--- src/rtl/spi_flash_loader_pkg.sv ---
// spi_flash_pkg: shared state encoding and flash command constants for the SPI boot loader
package spi_flash_pkg;
  typedef enum logic [2:0] {IDLE, CMD, ADDR, DUMMY, DATA, FINISH} state_t;
  localparam logic [7:0] CMD_READ = 8'h03;
  localparam logic [7:0] CMD_DREAD = 8'h3B;
  localparam int DUMMY_CLKS = 8;
endpackage

--- src/rtl/spi_flash_loader_if.sv ---
// spi_flash_loader_if: control, SPI pins and byte stream of the flash loader
interface spi_flash_loader_if #(parameter int ADDR_W = 24, parameter int LEN_W = 16);
  logic Start, Abort;
  logic [ADDR_W-1:0] BaseAddr;
  logic nFCS, FCK, MOSIout, MOSIOE, MOSIin, MISO;
  logic [7:0] DOut;
  logic DValid, DReady;
  logic [LEN_W-1:0] ByteCnt;
  logic Busy, Done;
  modport master (output Start, Abort, BaseAddr, MOSIin, MISO, DReady,
                  input nFCS, FCK, MOSIout, MOSIOE, DOut, DValid, ByteCnt, Busy, Done);
  modport slave (input Start, Abort, BaseAddr, MOSIin, MISO, DReady,
                 output nFCS, FCK, MOSIout, MOSIOE, DOut, DValid, ByteCnt, Busy, Done);
endinterface

--- src/rtl/spi_flash_loader_clk_gen.sv ---
// spi_clk_gen: FCK divider with rise/fall strobes; stall parks FCK low before a rising edge
module spi_clk_gen #(parameter int CLKDIV = 1) (
  input  logic clk,
  input  logic rst,
  input  logic en,
  input  logic stall,
  output logic fck,
  output logic rise,
  output logic fall,
  output logic low_done
);
  localparam int CW = CLKDIV > 1 ? $clog2(CLKDIV) : 1;
  logic [CW-1:0] cnt;
  logic tc;
  // terminal count decode and edge strobes for the current cycle
  always_comb begin
    tc = cnt == CW'(CLKDIV - 1);
    rise = en && tc && !fck && !stall;
    fall = en && tc && fck;
    low_done = tc && !fck;
  end
  // half-period counter; a stalled rise holds the counter at terminal count
  always_ff @(posedge clk or posedge rst)
    if (rst) begin
      cnt <= '0;
      fck <= 1'b0;
    end else if (!en) begin
      cnt <= '0;
      fck <= 1'b0;
    end else if (tc && !(stall && !fck)) begin
      cnt <= '0;
      fck <= ~fck;
    end else if (!tc) cnt <= cnt + 1'b1;
endmodule

--- src/rtl/spi_flash_loader.sv ---
// spi_flash_loader: SPI flash boot streamer; define SPI_DUAL_READ_EN for dual-output read (0x3B)
module spi_flash_loader
  import spi_flash_pkg::*;
#(
  parameter int ADDR_W = 24,
  parameter int LEN_W = 16,
  parameter int LEN_BYTES = 16384,
  parameter int CLKDIV = 1
) (
  input logic C25M,
  input logic RES,
  spi_flash_loader_if.slave bus
);
`ifdef SPI_DUAL_READ_EN
  localparam logic [7:0] RD_CMD = CMD_DREAD;
  localparam int RISES_PER_BYTE = 4;
  localparam bit DUAL = 1'b1;
`else
  localparam logic [7:0] RD_CMD = CMD_READ;
  localparam int RISES_PER_BYTE = 8;
  localparam bit DUAL = 1'b0;
`endif
  if (LEN_BYTES < 1 || 64'(LEN_BYTES) >= (64'd1 << LEN_W)) begin : g_bad_len
    $error("LEN_BYTES must lie in 1..2**LEN_W-1");
  end
  if (CLKDIV < 1 || (ADDR_W != 24 && ADDR_W != 32)) begin : g_bad_cfg
    $error("CLKDIV must be >=1 and ADDR_W 24 or 32");
  end
  state_t state, next;
  logic [5:0] bcnt;
  logic [ADDR_W+7:0] obuf;
  logic [7:0] rx, rx_nxt, dout;
  logic [LEN_W-1:0] byte_cnt;
  logic dvalid, done, fck, rise, fall, low_done;
  logic en, stall, last, data_done, byte_done, start_ok;
  spi_clk_gen #(.CLKDIV(CLKDIV)) u_clk (
    .clk(C25M), .rst(RES), .en(en), .stall(stall),
    .fck(fck), .rise(rise), .fall(fall), .low_done(low_done)
  );
  // phase decode: last rise of the current phase, stall conditions, byte completion
  always_comb begin
    start_ok = state == IDLE && bus.Start && !bus.Abort;
    en = state != IDLE && !bus.Abort;
    last = state == CMD ? bcnt == 6'd7
         : state == ADDR ? bcnt == 6'(ADDR_W - 1)
         : state == DUMMY ? bcnt == 6'(DUMMY_CLKS - 1)
         : bcnt == 6'(RISES_PER_BYTE - 1);
    data_done = byte_cnt == LEN_W'(LEN_BYTES);
    stall = state == FINISH || (state == DATA && (data_done || (last && dvalid && !bus.DReady)));
    byte_done = rise && state == DATA && last;
    rx_nxt = DUAL ? {rx[5:0], bus.MISO, bus.MOSIin} : {rx[6:0], bus.MISO};
  end
  // state register
  always_ff @(posedge C25M or posedge RES)
    if (RES) state <= IDLE;
    else state <= next;
  // next-state: phases advance on the last FCK rise of each phase; Abort returns to IDLE
  always_comb begin
    next = state == IDLE ? (start_ok ? CMD : IDLE)
         : bus.Abort ? IDLE
         : state == CMD ? (rise && last ? ADDR : CMD)
         : state == ADDR ? (rise && last ? (DUAL ? DUMMY : DATA) : ADDR)
         : state == DUMMY ? (rise && last ? DATA : DUMMY)
         : state == DATA ? (data_done && (!dvalid || bus.DReady) ? FINISH : DATA)
         : low_done ? IDLE : FINISH;
  end
  // datapath: rise counter, command/address shifter, byte assembly and output buffer
  always_ff @(posedge C25M or posedge RES)
    if (RES) begin
      bcnt <= '0;
      obuf <= '0;
      rx <= '0;
      dout <= '0;
      dvalid <= 1'b0;
      byte_cnt <= '0;
      done <= 1'b0;
    end else begin
      bcnt <= (next != state || byte_done) ? 6'd0 : bcnt + {5'd0, rise};
      obuf <= start_ok ? {RD_CMD, bus.BaseAddr} : next == IDLE ? '0 : fall ? {obuf[ADDR_W+6:0], 1'b0} : obuf;
      rx <= (rise && state == DATA) ? rx_nxt : rx;
      dout <= byte_done ? rx_nxt : dout;
      dvalid <= (state != IDLE && bus.Abort) ? 1'b0 : byte_done ? 1'b1 : dvalid && !bus.DReady;
      byte_cnt <= start_ok ? '0 : byte_cnt + LEN_W'(byte_done);
      done <= state == FINISH && !bus.Abort && low_done;
    end
  // outputs: chip select, MOSI driver enable and registered stream signals
  always_comb begin
    bus.nFCS = state == IDLE;
    bus.FCK = fck;
    bus.MOSIout = obuf[ADDR_W+7];
    bus.MOSIOE = DUAL ? (state == CMD || state == ADDR) : state != IDLE;
    bus.Busy = state != IDLE;
    bus.DOut = dout;
    bus.DValid = dvalid;
    bus.ByteCnt = byte_cnt;
    bus.Done = done;
  end
endmodule

--- src/flat_wrapper.sv ---
// flat-port wrapper written by rule: the top's interface ports become plain ports
module spi_flash_loader_flat import spi_flash_pkg::*;
#(
  parameter int ADDR_W = 24,
  parameter int LEN_W = 16,
  parameter int LEN_BYTES = 16384,
  parameter int CLKDIV = 1
)
  (C25M, RES, bus_Start, bus_Abort, bus_BaseAddr, bus_MOSIin, bus_MISO, bus_DReady, bus_nFCS, bus_FCK, bus_MOSIout, bus_MOSIOE, bus_DOut, bus_DValid, bus_ByteCnt, bus_Busy, bus_Done);
  spi_flash_loader_if #(.ADDR_W(ADDR_W), .LEN_W(LEN_W)) bus_i ();
  input logic C25M;
  input logic RES;
  input wire logic [$bits(bus_i.Start)-1:0] bus_Start;
  input wire logic [$bits(bus_i.Abort)-1:0] bus_Abort;
  input wire logic [$bits(bus_i.BaseAddr)-1:0] bus_BaseAddr;
  input wire logic [$bits(bus_i.MOSIin)-1:0] bus_MOSIin;
  input wire logic [$bits(bus_i.MISO)-1:0] bus_MISO;
  input wire logic [$bits(bus_i.DReady)-1:0] bus_DReady;
  output wire logic [$bits(bus_i.nFCS)-1:0] bus_nFCS;
  output wire logic [$bits(bus_i.FCK)-1:0] bus_FCK;
  output wire logic [$bits(bus_i.MOSIout)-1:0] bus_MOSIout;
  output wire logic [$bits(bus_i.MOSIOE)-1:0] bus_MOSIOE;
  output wire logic [$bits(bus_i.DOut)-1:0] bus_DOut;
  output wire logic [$bits(bus_i.DValid)-1:0] bus_DValid;
  output wire logic [$bits(bus_i.ByteCnt)-1:0] bus_ByteCnt;
  output wire logic [$bits(bus_i.Busy)-1:0] bus_Busy;
  output wire logic [$bits(bus_i.Done)-1:0] bus_Done;
  assign bus_i.Start = bus_Start;
  assign bus_i.Abort = bus_Abort;
  assign bus_i.BaseAddr = bus_BaseAddr;
  assign bus_i.MOSIin = bus_MOSIin;
  assign bus_i.MISO = bus_MISO;
  assign bus_i.DReady = bus_DReady;
  assign bus_nFCS = bus_i.nFCS;
  assign bus_FCK = bus_i.FCK;
  assign bus_MOSIout = bus_i.MOSIout;
  assign bus_MOSIOE = bus_i.MOSIOE;
  assign bus_DOut = bus_i.DOut;
  assign bus_DValid = bus_i.DValid;
  assign bus_ByteCnt = bus_i.ByteCnt;
  assign bus_Busy = bus_i.Busy;
  assign bus_Done = bus_i.Done;
  spi_flash_loader #(.ADDR_W(ADDR_W), .LEN_W(LEN_W), .LEN_BYTES(LEN_BYTES), .CLKDIV(CLKDIV)) u_core (.C25M(C25M), .RES(RES), .bus(bus_i));
endmodule
--- config.mk ---
export PLATFORM = sky130hd
export DESIGN_NAME = spi_flash_loader_flat
export DESIGN_NICKNAME = d
export VERILOG_FILES = /design/src/rtl/spi_flash_loader_pkg.sv /design/src/rtl/spi_flash_loader_if.sv /design/src/rtl/spi_flash_loader_clk_gen.sv /design/src/rtl/spi_flash_loader.sv /design/src/flat_wrapper.sv
export SDC_FILE = /design/constraint.sdc
export NUM_CORES = 1
export LEC_CHECK = 0
export CORE_MARGIN = 2
export CORE_UTILIZATION = 50
export DETAILED_ROUTE_END_ITERATION = 12
export PLACE_DENSITY_LB_ADDON = 0.25
export SLEW_MARGIN = 15
export SYNTH_ARGS = -nofsm -noshare
export SYNTH_HDL_FRONTEND = slang
export SYNTH_SLANG_ARGS = --single-unit
--- constraint.sdc ---
create_clock -name C25M -period 2.9 [get_ports C25M]
set_input_delay 0.29 -clock C25M [delete_from_list [all_inputs] [get_ports C25M]]
set_output_delay 0.29 -clock C25M [all_outputs]
set_load 0.1 [all_outputs]
# == Yosys cells after proc, flatten, opt, wreduce, memory -nomap -nowiden ==
# Cells that the tools add are included.
# totals
reg_bits,76
output_inout_bits,31
word_cells,86
# classes
addsub,3
bitwise,2
n_eq_ne,10
n_reduce_logical,35
n_mux,26
# ops
op,n
two-way mux 32 bit,3
two-way mux 3 bit,9
logical AND 1 bit,21
adder 16 x 1 -> 16 bit,1
"equality test 16 x 15 -> 1 bit, second input constant",1
two-way mux 16 bit,1
two-way mux 1 bit,11
adder 6 x 1 -> 6 bit,1
"equality test 3 x 2 -> 1 bit, second input constant",2
"equality test 3 bit, second input constant",2
"equality test 6 x 3 -> 1 bit, second input constant",1
"equality test 6 x 5 -> 1 bit, second input constant",1
logical NOT 1 bit,6
logical NOT 3 bit,2
two-way mux 6 bit,1
nonzero test 3 bit,2
logical OR 1 bit,4
"equality test 3 x 1 -> 1 bit, second input constant",1
inequality test 3 bit,1
two-way mux 2 bit,1
"inequality test 2 x 1 -> 1 bit, second input constant",1
inverter 1 bit,2
"adder 1 bit, second input constant",1

# == Longest topological paths before layout ==
# logic_depth
ltp_word,20
mapped_depth,11

# == Modules after synthesis ==
# From an unflattened synthesis, not the netlist that was laid out.
# hier_totals
hier_cells,336
area_unflattened_um2,3782.4
# by_module_without_submodules
mod,n_inst,area_per_inst_um2,cells_per_inst
spi_flash_loader,1,3727.3,330
spi_clk_gen,1,55.1,6

# == Worst setup path after synthesis ==
# No wires, ideal clock.
# synth_timing
path_type,reg-to-reg
from,register u_core.u_clk.fck
to,register u_core.byte_cnt[15] (netlist: u_core.bus.ByteCnt[15])
arrival_time_ns,3.033
period_less_slack_ns,3.110
setup_slack_ns,-0.210
required_ns,2.822
setup_ns,0.078
n_path_buf,1
path_stages_with_launch,12
path_cell_list,dfrtp_1 > clkbuf_2 > nor2_1 > o21ai_2 > nor3b_4 > nor3b_1 > ha_1 > nand3_1 > nor2_1 > nand4_1 > or3_1 > a21oi_1
# synth_via
elab_chain_cells,7
# synth_lines
element,line,source
start: declaration,spi_flash_loader_clk_gen.sv:7,"output logic fck,"
start signal: assignment,spi_flash_loader_clk_gen.sv:32,fck <= ~fck;
logical NOT 1 bit,spi_flash_loader_clk_gen.sv:18,rise = en && tc && !fck && !stall;
logical AND 1 bit (2 in series),spi_flash_loader_clk_gen.sv:18,
logical AND 1 bit (2 in series),spi_flash_loader.sv:50,byte_done = rise && state == DATA && last;
net u_core.byte_done,spi_flash_loader.sv:35,"logic en, stall, last, data_done, byte_done, start_ok;"
adder 16 x 1 -> 16 bit,spi_flash_loader.sv:83,byte_cnt <= start_ok ? '0 : byte_cnt + LEN_W'(byte_done);
two-way mux 16 bit,spi_flash_loader.sv:83,
end signal: assignment,spi_flash_loader.sv:83,
end: declaration,spi_flash_loader.sv:33,logic [LEN_W-1:0] byte_cnt;
# The timed path passes the listed nets, and every way through them passes these cells.
# A chain may end at the register's enable or synchronous reset.

# == Worst setup path after layout ==
# layout_timing
from,register u_core.byte_cnt[14] (netlist: u_core.bus.ByteCnt[14])
to,register u_core.byte_cnt[15] (netlist: u_core.bus.ByteCnt[15])
# layout_via
elab_chain_cells,10
# layout_lines
element,line,source
equality test 16 x 15 -> 1 bit,spi_flash_loader.sv:48,data_done = byte_cnt == LEN_W'(LEN_BYTES);
logical OR 1 bit,spi_flash_loader.sv:49,stall = state == FINISH || (state == DATA && (data_done || (last && dvalid && !bus.DReady)));
logical AND 1 bit,spi_flash_loader.sv:49,
logical OR 1 bit,spi_flash_loader.sv:49,
logical NOT 1 bit,spi_flash_loader_clk_gen.sv:18,
logical AND 1 bit,spi_flash_loader_clk_gen.sv:18,
logical AND 1 bit (2 in series),spi_flash_loader.sv:50,
net u_core.byte_done,spi_flash_loader.sv:35,
adder 16 x 1 -> 16 bit,spi_flash_loader.sv:83,
two-way mux 16 bit,spi_flash_loader.sv:83,
# The timed path passes the listed nets, and every way through them passes these cells.

==> impl_metrics.ini <==
[setup_path]
critical_path_depth = 10
required_ns = 3.17
cpMaxStageDelayCell = dfrtp_1
worstPathArrival_ns = 2.95
cp_top_family = simple AND/OR/NAND/NOR gates
path_buf_inv = 0
r2r_cells = 10
critPathLaunchType = flip-flop
cp-end-kind = flip-flop
critPathMaxFanout = 4
cpPeakStageDelay_ns = 0.42
crit_type = flip-flop to flip-flop
crit_chain = nor4b_1 > nand4_1 > nand3_1 > nor3b_1 > ha_1 > nand3_1 > nor2_1 > nand4_1 > or3_1 > a21oi_1

[yosys]
ys_seq_area_share_pct = 52.2
synthArstFlopShare_pct = 100
avgSynthCellArea_um2 = 10.6
ys.flop_type = dfrtp_1
synth_edf_count = 0
yosys.area.top_type = dfrtp_1
synth_top_area_share_pct = 52.2
synthesis.area_um2 = 3600
syn_nets = 374
syn_inst = 339
yosysUniqueCellTypes = 54
yosysWarnings = 0
synth-seq-cells = 75
synth.area.top_cells = dfrtp_1, a211oi_1, o22ai_1

[timing]
setup_viol = 0
fmax_mhz = 373
rsz0062_at_grt = no
fin_crit_ns = 2.68
final_max_slew_viol_count = 0
slew_headroom_pct = 37.4
tightestPinTransition_ns = 0.938
post-route-period-util_pct = 92.4
final.setup.worst_slack_ns = 0.220
skew_ns = 0.00767
fin_setup_tns_ns = 0
hold_viol_final = 0

[place]
pre_cts_ws_ns = 0.0431
port_buffers = 60
place_hpwl_um = 5040
dp_cells = 488
gp_congestion = 0.862

[status]
status = completed

[finish]
num-nets-final = 438
final.fill_count = 580
final_cell_mix = dfrtp_1, buf_4, clkdlybuf4s50_1, inv_1, nand2_1
drive_above_1_share_pct = 22.8
seqCellArea_um2 = 1880
layout_commonest_cell = dfrtp_1
multiInputGateArea_um2 = 1520
area_growth_pct = 22.9
final_util_pct = 64.4
layout.cells.non_filler = 504
antennaDiodeCount = 0

[power]
switching_share_pct = 29.7
power.leakage_nw = 1.94
switchingPower_mw = 0.654
p_int_mw = 1.55
combPwrFrac_pct = 14.5
pwr-share-seq_pct = 52.2
ir_drop_uv = 326
pwr-share-clk_pct = 33.2
p_per_area_nw_per_um2 = 497

[cts]
clockBufferDepth = 2
cts_inserted_buffers = 9
cts_setup_buffers = 0
cts-root-buf = clkbuf_8
path_clk_slew_ns = 0.08
clk_latency_ns = 0.35
clkSinkCount = 75
htree_levels = 3
cts_hold_buf = 0
cts_tree = done
cts_resized = 0

[global_route]
grt_usage_pct = 20.4
grt_max_degree = 76
grt_pass1_wl_um = 12400
antenna_found_initial = 0
grt_pass1_vias = 2641
grt.overflow.total = 0

[route]
dr.pass1.iters = 4
num_vias = 2817
routed_via_density = 5.59
routedWlPerCell_um = 14.8
drtIter0Drc = 131
drc = 0
routed_wirelength_um = 7470
drtAntennaViolNets = 0

[min_path]
hp-class = primary input to async pin

[floorplanning]
boundaryPins = 62
initial_core_util_pct = 52.4
rows = 30
die_w_um = 88.8
fp.coreArea_um2 = 6870
chipHeight_um = 88.8
dieArea_um2 = 7890

[job]
maxCapViolations = 0
tightest hold or removal path, cell delays in order:
cell and delay [ns]:
clkdlybuf4s50_1 0.41, inv_2 0.07, buf_12 0.33
power groups by stage:
stage | clock, mW | sequential [mW] | combinational [mW]
floorplan | 0 | 1.16 | 0.225
global placement | 0 | 1.17 | 0.316
detailed placement | 0 | 1.17 | 0.322
CTS | 0.748 | 1.15 | 0.323
global route | 0.791 | 1.16 | 0.355
finish | 0.731 | 1.15 | 0.320
registers in the layout, summed over array words and instances, names as in the netlist:
signal and flops:
u_core.state 3, u_core.rx 7, u_core.bus.Done 1, u_core.u_clk.fck 1
u_core.obuf 32, u_core.bus.ByteCnt 16, u_core.bus.DOut 8, u_core.bus.DValid 1
u_core.bcnt 6
path summary, 6_finish.rpt:
kind	from	to	slack, ns
max	u_core.bus.ByteCnt[14]$_DFF_PP0_	u_core.bus.ByteCnt[15]$_DFF_PP0_	0.22
min in group C25M	u_core.bus.DOut[2]$_DFFE_PP0P_	u_core.bus.DOut[2]$_DFFE_PP0P_	0.49
max reg2reg	u_core.bus.ByteCnt[14]$_DFF_PP0_	u_core.bus.ByteCnt[15]$_DFF_PP0_	0.22
min	RES	u_core.bus.DOut[6]$_DFFE_PP0P_	0.34
min reg2reg	u_core.bus.DOut[2]$_DFFE_PP0P_	u_core.bus.DOut[2]$_DFFE_PP0P_	0.49
max in group asynchronous	RES	u_core.bus.ByteCnt[12]$_DFF_PP0_	2.22
cells in the mapped netlist (all sizes together), types with 6 or more instances:
cell / n
a211oi: 23
mux2: 15
nor2: 18
clkbuf: 8
a2111oi: 6
nor3b: 6
dfrtp: 75
buf: 10
nand3: 6
nand2: 26
xor2: 7
o22ai: 24
o21ai: 9
or3: 7
xnor2: 6
inv: 28
a21oi: 17
layout make-up:
type,count,area share (%)
inverters,28,2.38
multi-input cells,218,34.3
repair buffers,71,14.0
well taps,96,2.72
flip-flops and latches,75,42.6
clock buffers,10,2.89
clock inverters,6,1.10
metrics by stage:
stage	area [um^2]	power, mW	hold slack, ns
final	4420	2.20	0.335
after global routing	4420	2.30	0.366
after CTS	4420	2.22	0.359
after detailed placement	4240	1.49	0.481
after global placement	4240	1.48	0.477
after floorplan	3610	1.39	0.423
cell families (layout without fill, tap and decap cells):
kind of cell,Yosys count,after routing,synth area share (%)
fa+ha+maj,4,4,1.39
simple gates,93,93,14.8
compound gates,92,92,17.7
mux,16,16,4.97
buf+inv,46,115,5.77
flops,75,75,52.2
xor+xnor,13,13,3.16
routing by layer:
| metal | part of all wire, % | global-route usage, % |
|---|---|---|
| met2 | 47 | 31.1 |
| met3 | 6.1 | 6.06 |
| met4 | 1.5 | 7.30 |
| met1 | 46 | 27.8 |
| met5 | 0 | 0 |
Power figures use the tool's default switching activity.
